==> src/rtl/ex_muldiv_control_pkg.sv <==
// ---------------------------------------------------------------------------
// ex_muldiv_control_pkg : shared EX-stage mul/div encodings (rev 1.0)
// ---------------------------------------------------------------------------
`default_nettype none

package ex_muldiv_control_pkg;

  localparam int DATA_W     = 32;
  localparam int ITER_COUNT = 32;
  localparam int CNT_W      = 6;

  typedef enum logic [1:0] {
    OP_MULT  = 2'b00,
    OP_MULTU = 2'b01,
    OP_DIV   = 2'b10,
    OP_DIVU  = 2'b11
  } op_e;

  typedef enum logic [2:0] {
    ST_IDLE = 3'd0,
    ST_MUL  = 3'd1,
    ST_DIV  = 3'd2,
    ST_FIX  = 3'd3,
    ST_DONE = 3'd4
  } state_e;

  function automatic logic [DATA_W-1:0] magnitude(input logic [DATA_W-1:0] v,
                                                  input logic is_signed);
    return (is_signed && v[DATA_W-1]) ? -v : v;
  endfunction

endpackage

`default_nettype wire

==> src/rtl/ex_muldiv_datapath.sv <==
// ---------------------------------------------------------------------------
// ex_muldiv_datapath : one shift-add / restoring-divide step plus sign fix (rev 1.0)
// ---------------------------------------------------------------------------
`default_nettype none

module ex_muldiv_datapath
  import ex_muldiv_control_pkg::*;
(
  input  logic              is_div,
  input  logic [DATA_W-1:0] acc_hi,
  input  logic [DATA_W-1:0] acc_lo,
  input  logic [DATA_W-1:0] operand,
  input  logic              neg_main,
  input  logic              neg_rem,
  output logic [DATA_W-1:0] step_hi,
  output logic [DATA_W-1:0] step_lo,
  output logic [DATA_W-1:0] res_hi,
  output logic [DATA_W-1:0] res_lo
);

  logic [DATA_W:0]     mul_sum;
  logic [DATA_W:0]     div_shift;
  logic [DATA_W:0]     div_diff;
  logic [2*DATA_W-1:0] product;
  logic [2*DATA_W-1:0] product_neg;

  // acc_hi:acc_lo is the running product (multiplier in the low half) or
  // remainder:quotient (dividend bits shift out of the top of acc_lo).
  always_comb begin
    mul_sum     = {1'b0, acc_hi} + (acc_lo[0] ? {1'b0, operand} : '0);
    div_shift   = {acc_hi, acc_lo[DATA_W-1]};
    div_diff    = div_shift - {1'b0, operand};
    product     = {acc_hi, acc_lo};
    product_neg = -product;

    if (is_div) begin
      step_hi = div_diff[DATA_W] ? div_shift[DATA_W-1:0] : div_diff[DATA_W-1:0];
      step_lo = {acc_lo[DATA_W-2:0], ~div_diff[DATA_W]};
      res_hi  = neg_rem  ? -acc_hi : acc_hi;
      res_lo  = neg_main ? -acc_lo : acc_lo;
    end else begin
      {step_hi, step_lo} = {mul_sum, acc_lo[DATA_W-1:1]};
      {res_hi, res_lo}   = neg_main ? product_neg : product;
    end
  end

endmodule

`default_nettype wire

==> src/rtl/ex_muldiv_control.sv <==
// ---------------------------------------------------------------------------
// ex_muldiv_control : iterative MULT/DIV sequencer owning HI/LO (rev 1.0)
// ---------------------------------------------------------------------------
`default_nettype none

module ex_muldiv_control
  import ex_muldiv_control_pkg::*;
(
  input  logic              Clk,
  input  logic              Reset,
  input  logic              Start_EX,
  input  logic [1:0]        Op_EX,
  input  logic [DATA_W-1:0] Rs_Data_EX,
  input  logic [DATA_W-1:0] Rt_Data_EX,
  input  logic              Read_HiLo_EX,
  input  logic              Write_HI_EX,
  input  logic              Write_LO_EX,
  output logic              Busy_EX,
  output logic              Stall_EX,
  output logic              Done_EX,
  output logic              Div_By_Zero_EX,
  output logic [DATA_W-1:0] HI_EX,
  output logic [DATA_W-1:0] LO_EX
);

  state_e            state, state_nxt;
  logic [CNT_W-1:0]  count;
  logic [DATA_W-1:0] acc_hi, acc_lo, operand;
  logic              is_div, neg_main, neg_rem, div_zero;
  logic [DATA_W-1:0] step_hi, step_lo, res_hi, res_lo;
  logic              op_signed, rt_zero;

  assign op_signed = ~Op_EX[0];
  assign rt_zero   = (Rt_Data_EX == '0);

  always_ff @(posedge Clk or posedge Reset) begin
    if (Reset) state <= ST_IDLE;
    else       state <= state_nxt;
  end

  always_comb begin
    state_nxt = state;
    case (state)
      ST_IDLE: if (Start_EX) begin
        if (Op_EX[1] && rt_zero) state_nxt = ST_DONE;
        else if (Op_EX[1])       state_nxt = ST_DIV;
        else                     state_nxt = ST_MUL;
      end
      ST_MUL, ST_DIV: if (count == '0) state_nxt = ST_FIX;
      ST_FIX:  state_nxt = ST_DONE;
      ST_DONE: state_nxt = ST_IDLE;
      default: state_nxt = ST_IDLE;
    endcase
  end

  always_comb begin
    Busy_EX        = (state != ST_IDLE);
    Done_EX        = (state == ST_DONE);
    Div_By_Zero_EX = (state == ST_DONE) && div_zero;
    Stall_EX       = Busy_EX && (Start_EX || Read_HiLo_EX || Write_HI_EX || Write_LO_EX);
  end

  // Operands are latched as magnitudes; the recorded signs are applied in FIX,
  // whose corrected result is committed to HI/LO on the edge into DONE.
  always_ff @(posedge Clk or posedge Reset) begin
    if (Reset) begin
      count    <= '0;
      acc_hi   <= '0;
      acc_lo   <= '0;
      operand  <= '0;
      is_div   <= 1'b0;
      neg_main <= 1'b0;
      neg_rem  <= 1'b0;
      div_zero <= 1'b0;
      HI_EX    <= '0;
      LO_EX    <= '0;
    end else begin
      case (state)
        ST_IDLE: begin
          if (Write_HI_EX) HI_EX <= Rs_Data_EX;
          if (Write_LO_EX) LO_EX <= Rs_Data_EX;
          if (Start_EX) begin
            is_div   <= Op_EX[1];
            operand  <= magnitude(Rt_Data_EX, op_signed);
            acc_lo   <= magnitude(Rs_Data_EX, op_signed);
            acc_hi   <= '0;
            count    <= CNT_W'(ITER_COUNT);
            neg_main <= op_signed && (Rs_Data_EX[DATA_W-1] ^ Rt_Data_EX[DATA_W-1]);
            neg_rem  <= op_signed && Op_EX[1] && Rs_Data_EX[DATA_W-1];
            div_zero <= Op_EX[1] && rt_zero;
          end
        end
        ST_MUL, ST_DIV: begin
          if (count != '0) begin
            acc_hi <= step_hi;
            acc_lo <= step_lo;
            count  <= count - CNT_W'(1);
          end
        end
        ST_FIX: begin
          HI_EX <= res_hi;
          LO_EX <= res_lo;
        end
        default: ;
      endcase
    end
  end

  ex_muldiv_datapath u_datapath (
    .is_div   (is_div),
    .acc_hi   (acc_hi),
    .acc_lo   (acc_lo),
    .operand  (operand),
    .neg_main (neg_main),
    .neg_rem  (neg_rem),
    .step_hi  (step_hi),
    .step_lo  (step_lo),
    .res_hi   (res_hi),
    .res_lo   (res_lo)
  );

endmodule

`default_nettype wire

==> config.mk <==
export PLATFORM = sky130hd
export DESIGN_NAME = ex_muldiv_control
export DESIGN_NICKNAME = d
export VERILOG_FILES = /design/src/rtl/ex_muldiv_control_pkg.sv /design/src/rtl/ex_muldiv_datapath.sv /design/src/rtl/ex_muldiv_control.sv
export SDC_FILE = /design/constraint.sdc
export NUM_CORES = 1
export LEC_CHECK = 0
export BUFFER_PORTS_ARGS = -buffer_cell sky130_fd_sc_hd__buf_2
export CELL_PAD_IN_SITES_DETAIL_PLACEMENT = 0
export CELL_PAD_IN_SITES_GLOBAL_PLACEMENT = 1
export CORE_UTILIZATION = 50
export CTS_BUF_LIST = sky130_fd_sc_hd__clkbuf_2
export DETAILED_ROUTE_END_ITERATION = 8
export PLACE_DENSITY = 0.85
export SLEW_MARGIN = 15
export SYNTH_ARGS = -nofsm -noshare
export SYNTH_HDL_FRONTEND = slang
export SYNTH_SLANG_ARGS = --single-unit
export TNS_END_PERCENT = 1
==> constraint.sdc <==
create_clock -name Clk -period 19.2 [get_ports Clk]
set_clock_uncertainty 0.2 [all_clocks]
set_input_delay 3.84 -clock Clk [delete_from_list [all_inputs] [get_ports Clk]]
set_output_delay 3.84 -clock Clk [all_outputs]
set_load 0.1 [all_outputs]
# == Word-level counts from Yosys, hierarchy flattened ==
# Index checks and enable logic that the tools add are counted.
# word_totals
ff_bits,173
inputBits,72
out_inout_bits,68
# classes
mux,29
n_eq_ne,9
n_reduce_logical,24
bitwise,3
n_addsub,8
# ops
cell,n
32-bit 2-to-1 mux,16
32-bit case mux with 2 select lines,4
32-bit negator,4
64-bit 2-to-1 mux,1
64-bit negator,1
32-bit by 33-bit adder with 33-bit output,1
33-bit by 32-bit subtractor with 33-bit output,1
32-bit logical NOT,1
6-bit 2-to-1 mux,2
6-bit case mux with 2 select lines,1
2-bit inequality test (second input constant),5
3-bit 2-to-1 mux,3
3-bit case mux with 3 select lines,1
1-bit logical AND,8
2-bit AND reduction,4
3-bit by 2-bit equality test with 1-bit output (second input constant),2
6-bit logical NOT,1
6-bit nonzero test,1
6-bit by 1-bit subtractor with 6-bit output (second input constant),1
2-bit nonzero test,2
3-bit by 1-bit equality test with 1-bit output (second input constant),1
3-bit equality test (second input constant),1
3-bit logical NOT,1
1-bit logical OR,3
other kinds (6),7

# == Longest topological paths before layout ==
# logic_depth
depth_word,5
depth_mapped,15
mapped_depth_nobuf,13

# == Modules after synthesis ==
# From an unflattened synthesis, not the netlist that was laid out.
# hier_totals
hier_cells,1893
hier_area_um2,15280.9
# modules_own_cells
mod,seq_area_each_um2,n_inst,area_each_um2,cells_per_inst
ex_muldiv_control,4329.2,1,8831.0,910
ex_muldiv_datapath,0.0,1,6449.9,983

# == Worst setup path after synthesis ==
# No wires, ideal clock.
# synth_path
path_type,input-to-output
startpoint,input Write_HI_EX
endpoint,output Stall_EX
n_path_buf,0
path_stages,2
arrival_time_ps,5131
setup_slack_ps,10029
path_cell_list,nor4_1 nor2_1
# synth_via
elab_chain_cells,3
# synth_lines
element,line,text
from (decl),ex_muldiv_control.sv:16,"input logic Write_HI_EX,"
1-bit logical OR (2 in series),ex_muldiv_control.sv:60,Stall_EX = Busy_EX && (Start_EX || Read_HiLo_EX || Write_HI_EX || Write_LO_EX);
1-bit logical AND,ex_muldiv_control.sv:60,
to (decl),ex_muldiv_control.sv:19,"output logic Stall_EX,"
# Every way passes these cells.

# == Worst setup path in the final report ==
# layout_path
startpoint,input Start_EX
endpoint,output Stall_EX
# layout_via
elab_chain_cells,4
# layout_lines
element,line,text
from (decl),ex_muldiv_control.sv:11,"input logic Start_EX,"
1-bit logical OR (3 in series),ex_muldiv_control.sv:60,
1-bit logical AND,ex_muldiv_control.sv:60,
# Every way passes these cells.

==> metrics.txt <==
Hold WC Path Type reg2reg; largest net degree at the start of global routing 101; clk buf depth 2; first-pass GRT wire length 65.9 mm; initial antenna violation count 1; syn_nets 1843; Final #Nets 1917; initial core utilization 51.5%; status finished clean; most used cell along the critical path buf_2; Sum Neg Setup Slack 0 ps; Worst Tran Pin Value 1170 ps; Yosys cell types 76; unrepaired setup endpoints after global routing false; CP endpoint kind output pin; DR iter-0 viols 974; CP arrival 4660 ps; fin crit share 45.3%; synthesized flop and latch total 173; CP startpoint kind input pin; Remaining Overflow, GRT 0; share of post-route cells with drive strength above 1 12.7%; Design Area, Final 15100 µm²; required time of the critical path 15160 ps; DP Area 14800 µm²; register area share after synthesis 31.0%; Slowest-stage cell, CP buf_2; Die Area 28600 µm²; Synth Flop Type dfrtp_1; hpwl dp 30.4 mm; ANT nets after route 0; P&R area growth vs syn 7.85%; Post-CTS Setup Repair Bufs 0; commonest non-fill, non-tap cell in the layout o21ai_0; CP Buf/Inv Count 2; slew margin rel. 22.0%; clk sinks 173; drt wl/cell 18.8 µm; Finish-stage setup viols 0; Hold WS 317 ps; Synth warnings 0; max-slew violation count 0; most used cells in the layout excluding fill and tap cells o21ai_0, dfrtp_1, nand2_1; vias per inst 5.99; GP Congestion 0.917; asr flop ratio synth 100%; post-synthesis cell count 1699; Die Y 169 µm; vias in the first global route 12.4k; Core Rows 60; residual DRC count 0; # IOs 140; core area 27200 µm²; die width 169 µm; IO Port Bufs 139; post-cts sizing count 0; H-Tree Depth 4; max-capacitance violation count 0; GRT Total Usage 29.0%; crit path kind in2out; Avg Cell Area, Syn 8.23 µm²; CP Max Fanout 6; detailed-route via count 12.9k; Clock Tree Root clkbuf_2; Filler cells 2600; CTS tree yes; Post-synth EDFFs 0; synthesized cell area 14000 µm²; crit-path cells buf_2 -> nor4_1 -> nor2_1 -> buf_2; largest area contributor in the netlist dfrtp_1; post-cts hold buffer count 0; Max Freq 115 MHz; endpoints failing hold 0; CP delay by family, top buffers and inverters; TritonCTS Buffers 17; Tmin final 8700 ps; Synth top area share 31.0%; final wirelength 40.7 mm; critical path's largest stage delay 320 ps; worst skew pair latency 800 ps; Worst-path clk slew 270 ps; Synth area leaders dfrtp_1, o21ai_0, ha_1, xnor2_1, xor2_1; DR pass1 iterations 6
routing by layer:
layer	up-vias	routed length [µm]	track usage, %
li1	6337	-	-
met1	6114	18800	39.7
met3	55	2160	2.66
met2	427	18900	48.5
met4	0	820	8.70
met5	-	0	0
metrics by stage:
| step | setup slack (ps) | std cells | util [%] |
|---|---|---|---|
| after detailed placement | 10500 | 2126 | 54.6 |
| after global routing | 10470 | 2158 | 55.5 |
| after floorplan | 10030 | 1699 | - |
| after CTS | 10510 | 2157 | 55.5 |
| final | 10500 | 2158 | 55.5 |
| after global placement | 10500 | 2126 | 54.6 |
layout make-up:
cell class	count	area (µm²)	share of cell area, %
tap	372	465	3.09
timing repair buffer	154	808	5.36
multi-input combinational	1357	8970	59.5
clock buffer	17	85.1	0.564
antenna	1	2.50	0.0166
clock inverter	14	148	0.979
sequential	173	4330	28.7
inverter	70	268	1.78
sequential cells by signal, summed over array words and instances, names as in the netlist:
register / count
neg_rem: 1
neg_main: 1
LO_EX: 32
count: 6
operand: 32
acc_hi: 32
state: 3
div_zero: 1
HI_EX: 32
is_div: 1
acc_lo: 32
Yosys cell counts (25+ instances only):
| master | count |
|---|---|
| o21ai_0 | 198 |
| ha_1 | 70 |
| a21oi_1 | 125 |
| inv_1 | 70 |
| nand2_1 | 145 |
| xor2_1 | 77 |
| a22oi_1 | 69 |
| a21o_1 | 25 |
| o31ai_1 | 32 |
| nor3_1 | 45 |
| dfrtp_1 | 173 |
| nor2_1 | 115 |
| mux2i_1 | 37 |
| clkbuf_1 | 83 |
| xnor2_1 | 96 |
kinds of logic (layout without fill, tap and decap cells):
| kind of cell | Yosys count | after routing | share of synthesized area (%) |
|---|---|---|---|
| compound gates | 594 | 594 | 26.6 |
| xor+xnor | 173 | 173 | 10.8 |
| fa+ha+maj | 72 | 72 | 6.55 |
| buf+inv | 169 | 255 | 4.96 |
| flops | 173 | 173 | 31.0 |
| mux | 54 | 54 | 4.02 |
| other cells | 0 | 1 | 0 |
| simple gates | 464 | 464 | 16.1 |
final timing paths:
check / start / slack (ps) / to / cells past startpoint
hold / removal: operand[11]$_DFFE_PP0P_ / 320 / operand[11]$_DFFE_PP0P_ / 2
setup reg to reg: acc_lo[31]$_DFFE_PP0P_ / 14410 / acc_hi[30]$_DFFE_PP0P_ / 12
max in group asynchronous: Reset / 14240 / is_div$_DFFE_PP0P_ / 3
setup / recovery: Start_EX / 10500 / Stall_EX / 4
hold reg to reg: operand[11]$_DFFE_PP0P_ / 320 / operand[11]$_DFFE_PP0P_ / 2
min in group asynchronous: Reset / 2960 / LO_EX[5]$_DFFE_PP0P_ / 2
worst min-delay path, stage by stage, from the launching register on:
cell     delay, ps
dfrtp_1        410
nand2_1         40
o21ai_0         60
Power is not shown: default switching activity piles up to over one toggle a cycle in this logic, so the estimate is an artifact.
